`src/rtl/data_mem_arbiter_pkg.sv`:
```
// Shared definitions for the data memory arbiter: FSM encoding and port indices.
package data_mem_arbiter_pkg;

  typedef enum logic [1:0] {
    ST_IDLE   = 2'd0,
    ST_ACCESS = 2'd1,
    ST_RESP   = 2'd2
  } state_t;

  localparam logic PORT_CORE   = 1'b0;
  localparam logic PORT_LOADER = 1'b1;

endpackage

```
`src/rtl/data_mem_arbiter_rr_lock_arbiter.sv`:
```
// Combinational round-robin decision between the core (port 0) and the
// loader (port 1), with a lock that lets the loader keep ownership.
module rr_lock_arbiter
  import data_mem_arbiter_pkg::*;
(
  input  logic req0,
  input  logic req1,
  input  logic lock1,
  input  logic last_owner,
  output logic winner,
  output logic valid
);

  // Single requester wins outright; on contention the loader keeps the port
  // while it holds lock1, otherwise ownership flips away from last_owner.
  always_comb begin
    winner = PORT_CORE;
    valid  = req0 | req1;
    if (req1 && lock1 && (last_owner == PORT_LOADER)) begin
      winner = PORT_LOADER;
    end else if (req0 && req1) begin
      winner = ~last_owner;
    end else if (req1) begin
      winner = PORT_LOADER;
    end else begin
      winner = PORT_CORE;
    end
  end

endmodule

```
`src/rtl/data_mem_arbiter.sv`:
```
// Two-requester arbiter and IDLE/ACCESS/RESP sequencer for the shared
// big-endian, byte-addressed data memory port.
module data_mem_arbiter
  import data_mem_arbiter_pkg::*;
#(
  parameter int ADDR_BUS_WIDTH = 32,
  parameter int DATA_BUS_WIDTH = 32,
  parameter int MEM_DEPTH      = 64
) (
  input  logic                      clk,
  input  logic                      rst,
  input  logic                      req0,
  input  logic                      req1,
  input  logic                      we0,
  input  logic                      we1,
  input  logic [ADDR_BUS_WIDTH-1:0] addr0,
  input  logic [ADDR_BUS_WIDTH-1:0] addr1,
  input  logic [DATA_BUS_WIDTH-1:0] wdata0,
  input  logic [DATA_BUS_WIDTH-1:0] wdata1,
  input  logic                      lock1,
  output logic                      gnt0,
  output logic                      gnt1,
  output logic                      ack0,
  output logic                      ack1,
  output logic [DATA_BUS_WIDTH-1:0] rdata,
  output logic                      err,
  output logic                      busy,
  output logic [ADDR_BUS_WIDTH-1:0] mem_addr,
  output logic [DATA_BUS_WIDTH-1:0] mem_wdata,
  output logic                      mem_write_en,
  input  logic [DATA_BUS_WIDTH-1:0] mem_rdata
);

  // Highest byte address at which a full 4-byte word still fits.
  localparam logic [ADDR_BUS_WIDTH-1:0] LAST_WORD_ADDR = ADDR_BUS_WIDTH'(MEM_DEPTH - 4);

  // Full-width compare so high address bits can never alias into range.
  function automatic logic out_of_range(input logic [ADDR_BUS_WIDTH-1:0] a);
    return a > LAST_WORD_ADDR;
  endfunction

  state_t                    state, state_nxt;
  logic                      last_owner;
  logic                      arb_win, arb_vld, start;
  logic                      owner_p1, we_p1, range_err_p1;
  logic [ADDR_BUS_WIDTH-1:0] addr_p1, sel_addr;
  logic [DATA_BUS_WIDTH-1:0] wdata_p1, sel_wdata;
  logic                      sel_we;

  rr_lock_arbiter u_arb (
    .req0       (req0),
    .req1       (req1),
    .lock1      (lock1),
    .last_owner (last_owner),
    .winner     (arb_win),
    .valid      (arb_vld)
  );

  assign start     = (state == ST_IDLE) && arb_vld;
  assign sel_addr  = (arb_win == PORT_LOADER) ? addr1  : addr0;
  assign sel_wdata = (arb_win == PORT_LOADER) ? wdata1 : wdata0;
  assign sel_we    = (arb_win == PORT_LOADER) ? we1    : we0;

  // The memory port follows the latches, so it holds between accesses.
  assign mem_addr  = addr_p1;
  assign mem_wdata = wdata_p1;

  // State register.
  always_ff @(posedge clk or posedge rst) begin
    if (rst) state <= ST_IDLE;
    else     state <= state_nxt;
  end

  // Next-state and decoded outputs; strobes depend only on state and latches.
  always_comb begin
    state_nxt    = state;
    gnt0         = 1'b0;
    gnt1         = 1'b0;
    ack0         = 1'b0;
    ack1         = 1'b0;
    mem_write_en = 1'b0;
    busy         = (state != ST_IDLE);
    case (state)
      ST_IDLE: begin
        if (arb_vld) state_nxt = ST_ACCESS;
      end
      ST_ACCESS: begin
        state_nxt    = ST_RESP;
        gnt0         = (owner_p1 == PORT_CORE);
        gnt1         = (owner_p1 == PORT_LOADER);
        mem_write_en = we_p1 & ~range_err_p1;
      end
      ST_RESP: begin
        state_nxt = ST_IDLE;
        ack0      = (owner_p1 == PORT_CORE);
        ack1      = (owner_p1 == PORT_LOADER);
      end
      default: state_nxt = ST_IDLE;
    endcase
  end

  // IDLE -> ACCESS boundary: capture the winner's request and range check.
  always_ff @(posedge clk or posedge rst) begin
    if (rst) begin
      last_owner   <= PORT_LOADER;
      owner_p1     <= PORT_CORE;
      we_p1        <= 1'b0;
      addr_p1      <= '0;
      wdata_p1     <= '0;
      range_err_p1 <= 1'b0;
    end else if (start) begin
      last_owner   <= arb_win;
      owner_p1     <= arb_win;
      we_p1        <= sel_we;
      addr_p1      <= sel_addr;
      wdata_p1     <= sel_wdata;
      range_err_p1 <= out_of_range(sel_addr);
    end
  end

  // ACCESS -> RESP boundary: register read data and error for the ack cycle.
  always_ff @(posedge clk or posedge rst) begin
    if (rst) begin
      rdata <= '0;
      err   <= 1'b0;
    end else if (state == ST_ACCESS) begin
      rdata <= (range_err_p1 || we_p1) ? '0 : mem_rdata;
      err   <= range_err_p1;
    end
  end

endmodule

```
`config.mk`:
```
export PLATFORM = sky130hd
export DESIGN_NAME = data_mem_arbiter
export DESIGN_NICKNAME = d
export VERILOG_FILES = /design/src/rtl/data_mem_arbiter_pkg.sv /design/src/rtl/data_mem_arbiter_rr_lock_arbiter.sv /design/src/rtl/data_mem_arbiter.sv
export SDC_FILE = /design/constraint.sdc
export NUM_CORES = 1
export LEC_CHECK = 0
export ABC_AREA = 1
export CORE_UTILIZATION = 35
export CTS_CLUSTER_SIZE = 25
export DETAILED_ROUTE_END_ITERATION = 8
export GPL_ROUTABILITY_DRIVEN = 1
export PLACE_DENSITY = 0.79
export SYNTH_ARGS = -nofsm -noshare
export SYNTH_HDL_FRONTEND = slang
export SYNTH_HIERARCHICAL = 1
export SYNTH_SLANG_ARGS = --single-unit
```
`constraint.sdc`:
```
create_clock -name clk -period 7.2 [get_ports clk]
set_input_delay 1.44 -clock clk [delete_from_list [all_inputs] [get_ports clk]]
set_output_delay 1.44 -clock clk [all_outputs]
set_load 0.05 [all_outputs]
```
==> results of run 1 <==
==> cell type report <==
cell class                 instances  area share
clock inverter                     6     0.00881
tap                              172      0.0280
timing repair buffer             273       0.355
sequential                       103       0.336
multi-input combinational        365       0.230
inverter                          21      0.0108
clock buffer                      10      0.0311
==> critical path, delay by kind of cell, from the launching register on <==
family	cells	cell delay, ns
buf+inv	2	0.96
simple gates	2	1.05
flops	1	0.38
==> how the worst max path moves through the flow <==
| stage | cells after the start | start | end |
|---|---|---|---|
| 6_report | 4 | state[1] | mem_write_en |
| 5_1_grt | 4 | state[1] | mem_write_en |
| 4_1_cts | 4 | state[1] | mem_write_en |
| 3_5_place_dp | 15 | lock1 | range_err_p1 |
| 3_3_place_gp | 15 | lock1 | range_err_p1 |
| 2_1_floorplan | 1 | rst | err |
==> cells in the mapped netlist, drive strengths merged <==
master / number
nor2: 78
or2: 6
nand3: 4
dfstp: 1
a31oi: 53
nand2: 168
nor3: 3
a32o: 32
clkbuf: 8
inv: 21
dfrtp: 102
o21ai: 21
buf: 29
==> per-stage QoR <==
stage	worst slack (ns)	instance area (µm²)	hold slack, ns
floorplan	3.06	4630	0.448
global placement	2.98	7370	0.468
detailed placement	2.93	7370	0.478
CTS	3.00	7670	0.496
global route	2.81	7670	0.515
finish	3.02	7670	0.492
==> kinds of logic (layout without fill, tap and decap cells) <==
logic type | count (synthesis) | count (layout)
buf+inv | 58 | 310
flops | 103 | 103
compound gates | 106 | 106
simple gates | 259 | 259
==> sequential cells by signal, indices dropped and copies added (netlist names) <==
name / flops
range_err_p1: 1
owner_p1: 1
mem_wdata: 32
err: 1
we_p1: 1
mem_addr: 32
last_owner: 1
rdata: 32
state: 2
==> per-layer routing <==
| layer | global-route usage | up-vias | wire, µm |
|---|---|---|---|
| met3 | 0.0716 | 17 | 1430 |
| met2 | 0.371 | 203 | 7260 |
| met5 | 0 | - | 0 |
| met4 | 0.0599 | 0 | 154 |
| met1 | 0.225 | 2105 | 5630 |
| li1 | - | 2258 | - |
==> power breakdown <==
part           internal [mW]  switching [mW]  leakage, nW
clock                  0.281           0.219        0.145
sequential             0.781           0.114         1.25
combinational          0.547            1.15         1.90
total                   1.61            1.49         3.30
==> flow_summary.ini, run 1 <==
[route]
wl_per_cell_um = 15.2
vias = 4583
ant_nets = 0
drtIter0Drc = 197
viasPerCell = 4.82
drc = 0
drt_first_pass_iters = 4
wl_mm = 14.5

[floorplan]
dieWidth_um = 117
dieArea_um2 = 13700
rows = 41
core-area_um2 = 12800
die_h_um = 117
ioPinCount = 270
start_util = 0.363

[grt]
antenna_found_initial = 0
grt-ovfl-total = 0
grt_pass1_vias = 4242
grt_use_total = 0.204
grt_pass1_wl_mm = 21.3
grt_max_degree = 79

[sta]
hold_violations = 0
min_period_over_period = 0.580
worst_slew_margin_rel = 0.130
rsz0062_at_grt = no
fin_skew_ns = 0.00455
drv_slew = 0
timing.setup.tns_ns = 0
timing.final.crit_period_ns = 4.18
max_freq_mhz = 239
finalSetupViolCount = 0
tightest_slew_ns = 1.30

[synth]
synth_cells = 526
yosysSeqAreaShare = 0.557
synth_top_family_by_area = simple AND/OR/NAND/NOR gates
synthMuxAreaShare = 0
postSynthAreaPerCell_um2 = 8.81
ys_warn_count = 6
synth.largest_area_cell = dfrtp_1
synthAdderAreaFrac = 0
synth_top_area_frac = 0.551
synth_cell_types = 20
ys_ff_latch = 103
syn_area_um2 = 4630
synth_simple_gate_area_share = 0.216
synth-xor-area-share = 0
synthTopCellsByArea = dfrtp_1 55%, nand2_1 14%, a31oi_1 7.2%
synth_compound_area_frac = 0.166
syn_nets = 693

[setup_path]
crit_type = flop to output port
cp_data_required_time_ns = 5.76
arrival_ns = 2.74
crit_slowest_cell = clkdlybuf4s50_1
startpoint_type = flop
end_kind = output port
reg2reg_to = rdata[13]
reg2reg_slack_ns = 4.35
r2r_start = state[1]
cp_cell_sequence = inv_1, nand2_1, nor3_1, clkdlybuf4s50_1
cp_max_fo = 37
r2r_cells = 4
slowest_delay_ns = 0.87

[clock_network]
clock_latency_ns = 0.33
cts_hold_buf = 0
clockBufferDepth = 2
cts_tree = built
clkSinkCount = 103
clkTransAtPathRegs_ns = 0.07
cts-root-buf = clkbuf_16
cts_buffers = 9
post_cts.repair.setup_buffers = 0
ctsResizeCount = 0
htree_levels = 3

[layout]
multi_input_area_um2 = 1770
syn2layout_area_growth_pct = 65.6
layout_commonest_cell = clkdlybuf4s50_1
drive_above_1_share = 0.0373
fillers = 1093
ff_latch_area_um2 = 2580
stdcell_count = 950
antenna_cells = 0
nets = 940
fin_util = 0.601
final_cell_mix = 269 x clkdlybuf4s50_1, 168 x nand2_1, 102 x dfrtp_1

[min_path]
holdPathEnd = mem_addr[26]
min-delay-start = mem_addr[26]
holdCritPathClass = flop to flop
hold-path-cell-count = 2

[power_and_ir_drop]
power_density_nw_per_um2 = 403
p_leak_nw = 3.30
vdd_ir_drop_max_uv = 221
total_power_mw = 3.10

[placement]
port_buffers = 269
gp_congestion = 0.784
dp_hpwl_mm = 10.9
placed_cells = 934

[run_status]
status = finished clean

[flow_run]
maxCapViolations = 0
No activity file was read; power rests on OpenSTA's default activity.
==> inputs of run 2 (changes only) <==
==> constraint.sdc (replaced) <==
create_clock -name clk -period 4.37 [get_ports clk]
set_input_delay 0.874 -clock clk [delete_from_list [all_inputs] [get_ports clk]]
set_output_delay 0.874 -clock clk [all_outputs]
set_load 0.05 [all_outputs]
==> run 2 against run 1 <==
Compared with the run above:
- routed wire length rose by 0.52%
- clock power rose by 71%
- cell area increased by 1.0%
- global-route usage grew 0.22 points
- via count rose by 1.3%
- register-to-register slack lost 2.3 ns
- clock skew about the same
- combinational power grew 68%
- worst hold slack worse by 0.014 ns
- critical path type is now input pin to flop
==> flow_summary.ini, run 2 (synthesis results as in run 1) <==
[setup_path]
end_kind = flop
startpoint_type = input pin
cp_cell_sequence = clkdlybuf4s50_1, or2_1, nand2_1, buf_4, clkinv_2, buf_12, nor2_1, a31oi_1
crit_slowest_cell = clkinv_2
slowest_delay_ns = 0.72
cp_data_required_time_ns = 4.58
crit_family = buffers and inverters
crit_buf_inv = 4
arrival_ns = 3.24
cp_max_fo = 68
crit_type = input pin to flop

[power_and_ir_drop]
power_density_nw_per_um2 = 668
internal-power_mw = 2.74
p_leak_nw = 3.35
p_comb_frac = 0.550
switchingPower_mw = 2.44
p_sw_frac = 0.471
p_seq_frac = 0.285
power_frac_clock = 0.165
vdd_ir_drop_max_uv = 423

[sta]
min_period_over_period = 0.693
timing.final.crit_period_ns = 3.03
tightest_slew_ns = 1.30
rsz0062_at_grt = no
worst_slew_margin_rel = 0.130
timing.setup.tns_ns = 0
fin_skew_ns = 0.00497
fin_ws_ns = 1.34
max_freq_mhz = 330
hold_violations = 0
drv_slew = 0
finalSetupViolCount = 0

[placement]
gp_congestion = 0.831
post-place-ws_ns = 0.988
placed_cells = 938
dp_hpwl_mm = 11.0
place_area_um2 = 7420
port_buffers = 269

[floorplan]
ioPinCount = 270
dieWidth_um = 117
rows = 41
core-area_um2 = 12800
start_util = 0.363
die_h_um = 117
dieArea_um2 = 13700

[route]
drtIter0Drc = 278
vias = 4642
viasPerCell = 4.87
drc = 0
wl_per_cell_um = 15.2
drt_first_pass_iters = 4
wl_mm = 14.5
ant_nets = 0

[clock_network]
cts_buffers = 9
htree_levels = 3
cts_tree = built
clockBufferDepth = 2
clock_latency_ns = 0.34
ctsResizeCount = 0
clkSinkCount = 103
cts-root-buf = clkbuf_16
post_cts.repair.setup_buffers = 0
clkTransAtPathRegs_ns = 0.07
cts_hold_buf = 0

[grt]
grt_use_total = 0.207
grt-ovfl-total = 0
antenna_found_initial = 0
grt_max_degree = 70
grt_pass1_vias = 4337
grt_pass1_wl_mm = 21.4

[min_path]
holdCritPathClass = flop to flop

[layout]
nets = 944
final_area_um2 = 7750
stdcell_count = 954
layout_commonest_cell = clkdlybuf4s50_1
syn2layout_area_growth_pct = 67.3
drive_above_1_share = 0.0422
fillers = 1059
antenna_cells = 0
final_cell_mix = 269 x clkdlybuf4s50_1, 168 x nand2_1, 102 x dfrtp_1

[flow_run]
maxCapViolations = 0

[run_status]
status = finished clean
run 2: changes by cell type in the layout (fill, tap and decap cells not counted):
cell | before | now
clkinvlp_4 | 2 | 0
inv_6 | 2 | 0
clkbuf_8 | 1 | 5
buf_4 | 4 | 6
buf_12 | 0 | 2
run 2: path summary, 6_finish.rpt:
check	from	endpoint	slack, ns	cells past startpoint
max	req0	mem_wdata[23]	1.34	8
max in group asynchronous	rst	mem_wdata[21]	2.61	3
min in group asynchronous	rst	rdata[18]	1.06	2
min	last_owner	last_owner	0.48	2
max reg2reg	state[0]	mem_wdata[23]	2.06	7
min reg2reg	last_owner	last_owner	0.48	2
run 2: stage by stage:
stage               total power [mW]  hold slack [ns]  utilization
floorplan                       3.33            0.448            -
finish                          5.18            0.477        0.607
global placement                4.29            0.472        0.581
global route                    5.45            0.493        0.607
CTS                             5.22            0.479        0.607
detailed placement              4.35            0.467        0.581
run 2: worst register-to-register path, delay by kind of cell, from the launching register on:
family | cells | cell delay [ns]
AOI/OAI and AO/OA | 1 | 0.06
and+or+nand+nor | 3 | 0.29
DFF | 1 | 0.39
buffers and inverters | 3 | 1.45
run 2: power groups by stage:
stage / combinational [mW] / clock, mW / sequential, mW
floorplan: 0.823 / 0 / 2.51
CTS: 2.87 / 0.875 / 1.48
finish: 2.85 / 0.853 / 1.48
global route: 3.02 / 0.911 / 1.52
detailed placement: 2.86 / 0 / 1.49
global placement: 2.81 / 0 / 1.48
run 2: per-layer routing:
| layer | up-vias | part of all wire | GRT usage |
|---|---|---|---|
| met5 | - | 0 | 0 |
| met4 | 0 | 0.015 | 0.0692 |
| met3 | 18 | 0.083 | 0.0556 |
| met2 | 197 | 0.49 | 0.367 |
| met1 | 2158 | 0.41 | 0.241 |
| li1 | 2269 | - | - |
run 2: cell type report:
class | count | area [µm²] | area share
Clock inverter | 2 | 35.0 | 0.00452
Tap cell | 172 | 215 | 0.0278
Multi-Input combinational cell | 365 | 1770 | 0.228
Timing Repair Buffer | 277 | 2780 | 0.358
Clock buffer | 14 | 294 | 0.0379
Inverter | 21 | 82.6 | 0.0107
Sequential cell | 103 | 2580 | 0.333
==> inputs of run 3 (changes only) <==
--- a/config.mk
+++ b/config.mk
@@ -6,11 +6,11 @@
 export NUM_CORES = 1
 export LEC_CHECK = 0
 export ABC_AREA = 1
-export CORE_UTILIZATION = 35
+export CORE_UTILIZATION = 34
 export CTS_CLUSTER_SIZE = 25
 export DETAILED_ROUTE_END_ITERATION = 8
 export GPL_ROUTABILITY_DRIVEN = 1
-export PLACE_DENSITY = 0.79
+export PLACE_DENSITY = 0.8
 export SYNTH_ARGS = -nofsm -noshare
 export SYNTH_HDL_FRONTEND = slang
 export SYNTH_HIERARCHICAL = 1
==> constraint.sdc (replaced) <==
create_clock -name clk -period 2.54 [get_ports clk]
set_input_delay 0.508 -clock clk [delete_from_list [all_inputs] [get_ports clk]]
set_output_delay 0.508 -clock clk [all_outputs]
set_load 0.05 [all_outputs]
==> run 3 against run 2 <==
Compared with the run above:
- total power is 72% higher
- flip-flop and latch count stayed put
- combinational power is 74% higher
- sequential share of layout area is 0.35 points lower
- clock-buffer cell count is 4 lower
- sequential power is 70% higher
- first-iteration DRC count is 27% lower
- cell count is 0.84% higher
- largest cell class unchanged
==> flow_summary.ini, run 3 (synthesis results as in run 1) <==
[sta]
hold_violations = 0
drv_slew = 0
worst_slew_margin_rel = 0.618
rsz0062_at_grt = no
fin_skew_ns = 0.00885
min_period_over_period = 0.918
timing.final.crit_period_ns = 2.33
finalSetupViolCount = 0
timing.setup.tns_ns = 0
tightest_slew_ns = 0.572
timing.hold.ws_ns = 0.488
max_freq_mhz = 429

[grt]
grt_pass1_wl_mm = 22.9
grt-ovfl-total = 0
antenna_found_initial = 0
grt_use_total = 0.207
grt_max_degree = 104
grt_pass1_vias = 4493

[power_and_ir_drop]
power_frac_clock = 0.160
p_comb_frac = 0.557
internal-power_mw = 4.68
power_density_nw_per_um2 = 1130
vdd_ir_drop_max_uv = 752
p_leak_nw = 3.38
p_sw_frac = 0.474
p_seq_frac = 0.283
total_power_mw = 8.89
switchingPower_mw = 4.21

[setup_path]
r2r_start = last_owner
cp_cell_sequence = nor3_1, clkdlybuf4s50_1
cp_data_required_time_ns = 2.03
startpoint = state[0]
crit_type = flop to output port
crit_slowest_cell = clkdlybuf4s50_1
crit_family = buffers and inverters
end_kind = output port
reg2reg_slack_ns = 0.71
cp_max_fo = 4
reg2reg_to = range_err_p1
arrival_ns = 1.82
slowest_delay_ns = 0.85
crit_buf_inv = 1
startpoint_type = flop
r2r_cells = 12

[route]
wl_mm = 14.1
drc = 0
wl_per_cell_um = 14.7
drt_first_pass_iters = 5
vias = 4608
viasPerCell = 4.79
drtIter0Drc = 204
ant_nets = 0

[floorplan]
ioPinCount = 270
rows = 42
dieArea_um2 = 14100
start_util = 0.350
die_h_um = 119
core-area_um2 = 13200
dieWidth_um = 119

[layout]
nets = 948
layout_commonest_cell = clkdlybuf4s50_1
fin_util = 0.591
final_area_um2 = 7830
drive_above_1_share = 0.0509
syn2layout_area_growth_pct = 69.1
final_cell_mix = 266 x clkdlybuf4s50_1, 168 x nand2_1, 102 x dfrtp_1
antenna_cells = 0

[clock_network]
clock_latency_ns = 0.34
cts_tree = built
htree_levels = 3
cts_hold_buf = 0
post_cts.repair.setup_buffers = 0
cts_buffers = 9
cts-root-buf = clkbuf_16
clkSinkCount = 103
ctsResizeCount = 0
clockBufferDepth = 2
clkTransAtPathRegs_ns = 0.07

[flow_run]
maxCapViolations = 0

[min_path]
holdPathEnd = mem_addr[27]
holdCritPathClass = flop to flop
hold-path-cell-count = 2
min-delay-start = mem_addr[27]

[placement]
dp_hpwl_mm = 10.6
port_buffers = 269
gp_congestion = 0.810
place_area_um2 = 7520

[run_status]
status = finished clean
run 3: cell types whose count changed in the layout (fill, tap and decap cells not counted), sizes merged:
cell	delta
clkinv	+2
clkinvlp	+2
clkbuf	-4
buf	+7
clkdlybuf4s50	-3
run 3: worst max path at each step:
stage | to | depth (start not counted) | slack, ns
3_3_place_gp | range_err_p1 | 13 | 0.25
2_1_floorplan | mem_write_en | 4 | 0.15
6_report | ack0 | 2 | 0.21
3_5_place_dp | range_err_p1 | 13 | 0.23
5_1_grt | ack0 | 2 | 0.12
4_1_cts | ack0 | 2 | 0.16
run 3: cell type report:
type,instances,area [µm²]
Tap cell,176,220
Fill cell,1205,5410
Clock buffer,10,239
Inverter,21,83.8
Sequential cell,103,2580
Timing Repair Buffer,281,2880
Clock inverter,6,68.8
Multi-Input combinational cell,365,1770
run 3: through the flow:
stage	setup slack (ns)	cells
global placement	0.254	946
detailed placement	0.231	946
CTS	0.156	962
finish	0.208	962
floorplan	0.150	526
global route	0.120	962
run 3: layer usage:
layer  global-route usage  share of wire  wire length (µm)
met1                0.254           0.42              5940
met2                0.346           0.48              6760
met3               0.0608          0.082              1160
met4               0.0736          0.020               278
met5                    0              0                 0
run 3: worst min-delay path: stages (launching register included):
cell and delay [ns]:
dfrtp_1 0.34, nand2_1 0.05, o21ai_0 0.06
run 3: power groups by stage:
stage	sequential [mW]	combinational (mW)	clock, mW
2_1_floorplan	4.31	1.42	0
3_3_place_gp	2.53	4.96	0
3_5_place_dp	2.55	4.99	0
4_1_cts	2.52	5.00	1.47
5_1_grt	2.60	5.27	1.54
6_report	2.52	4.95	1.42
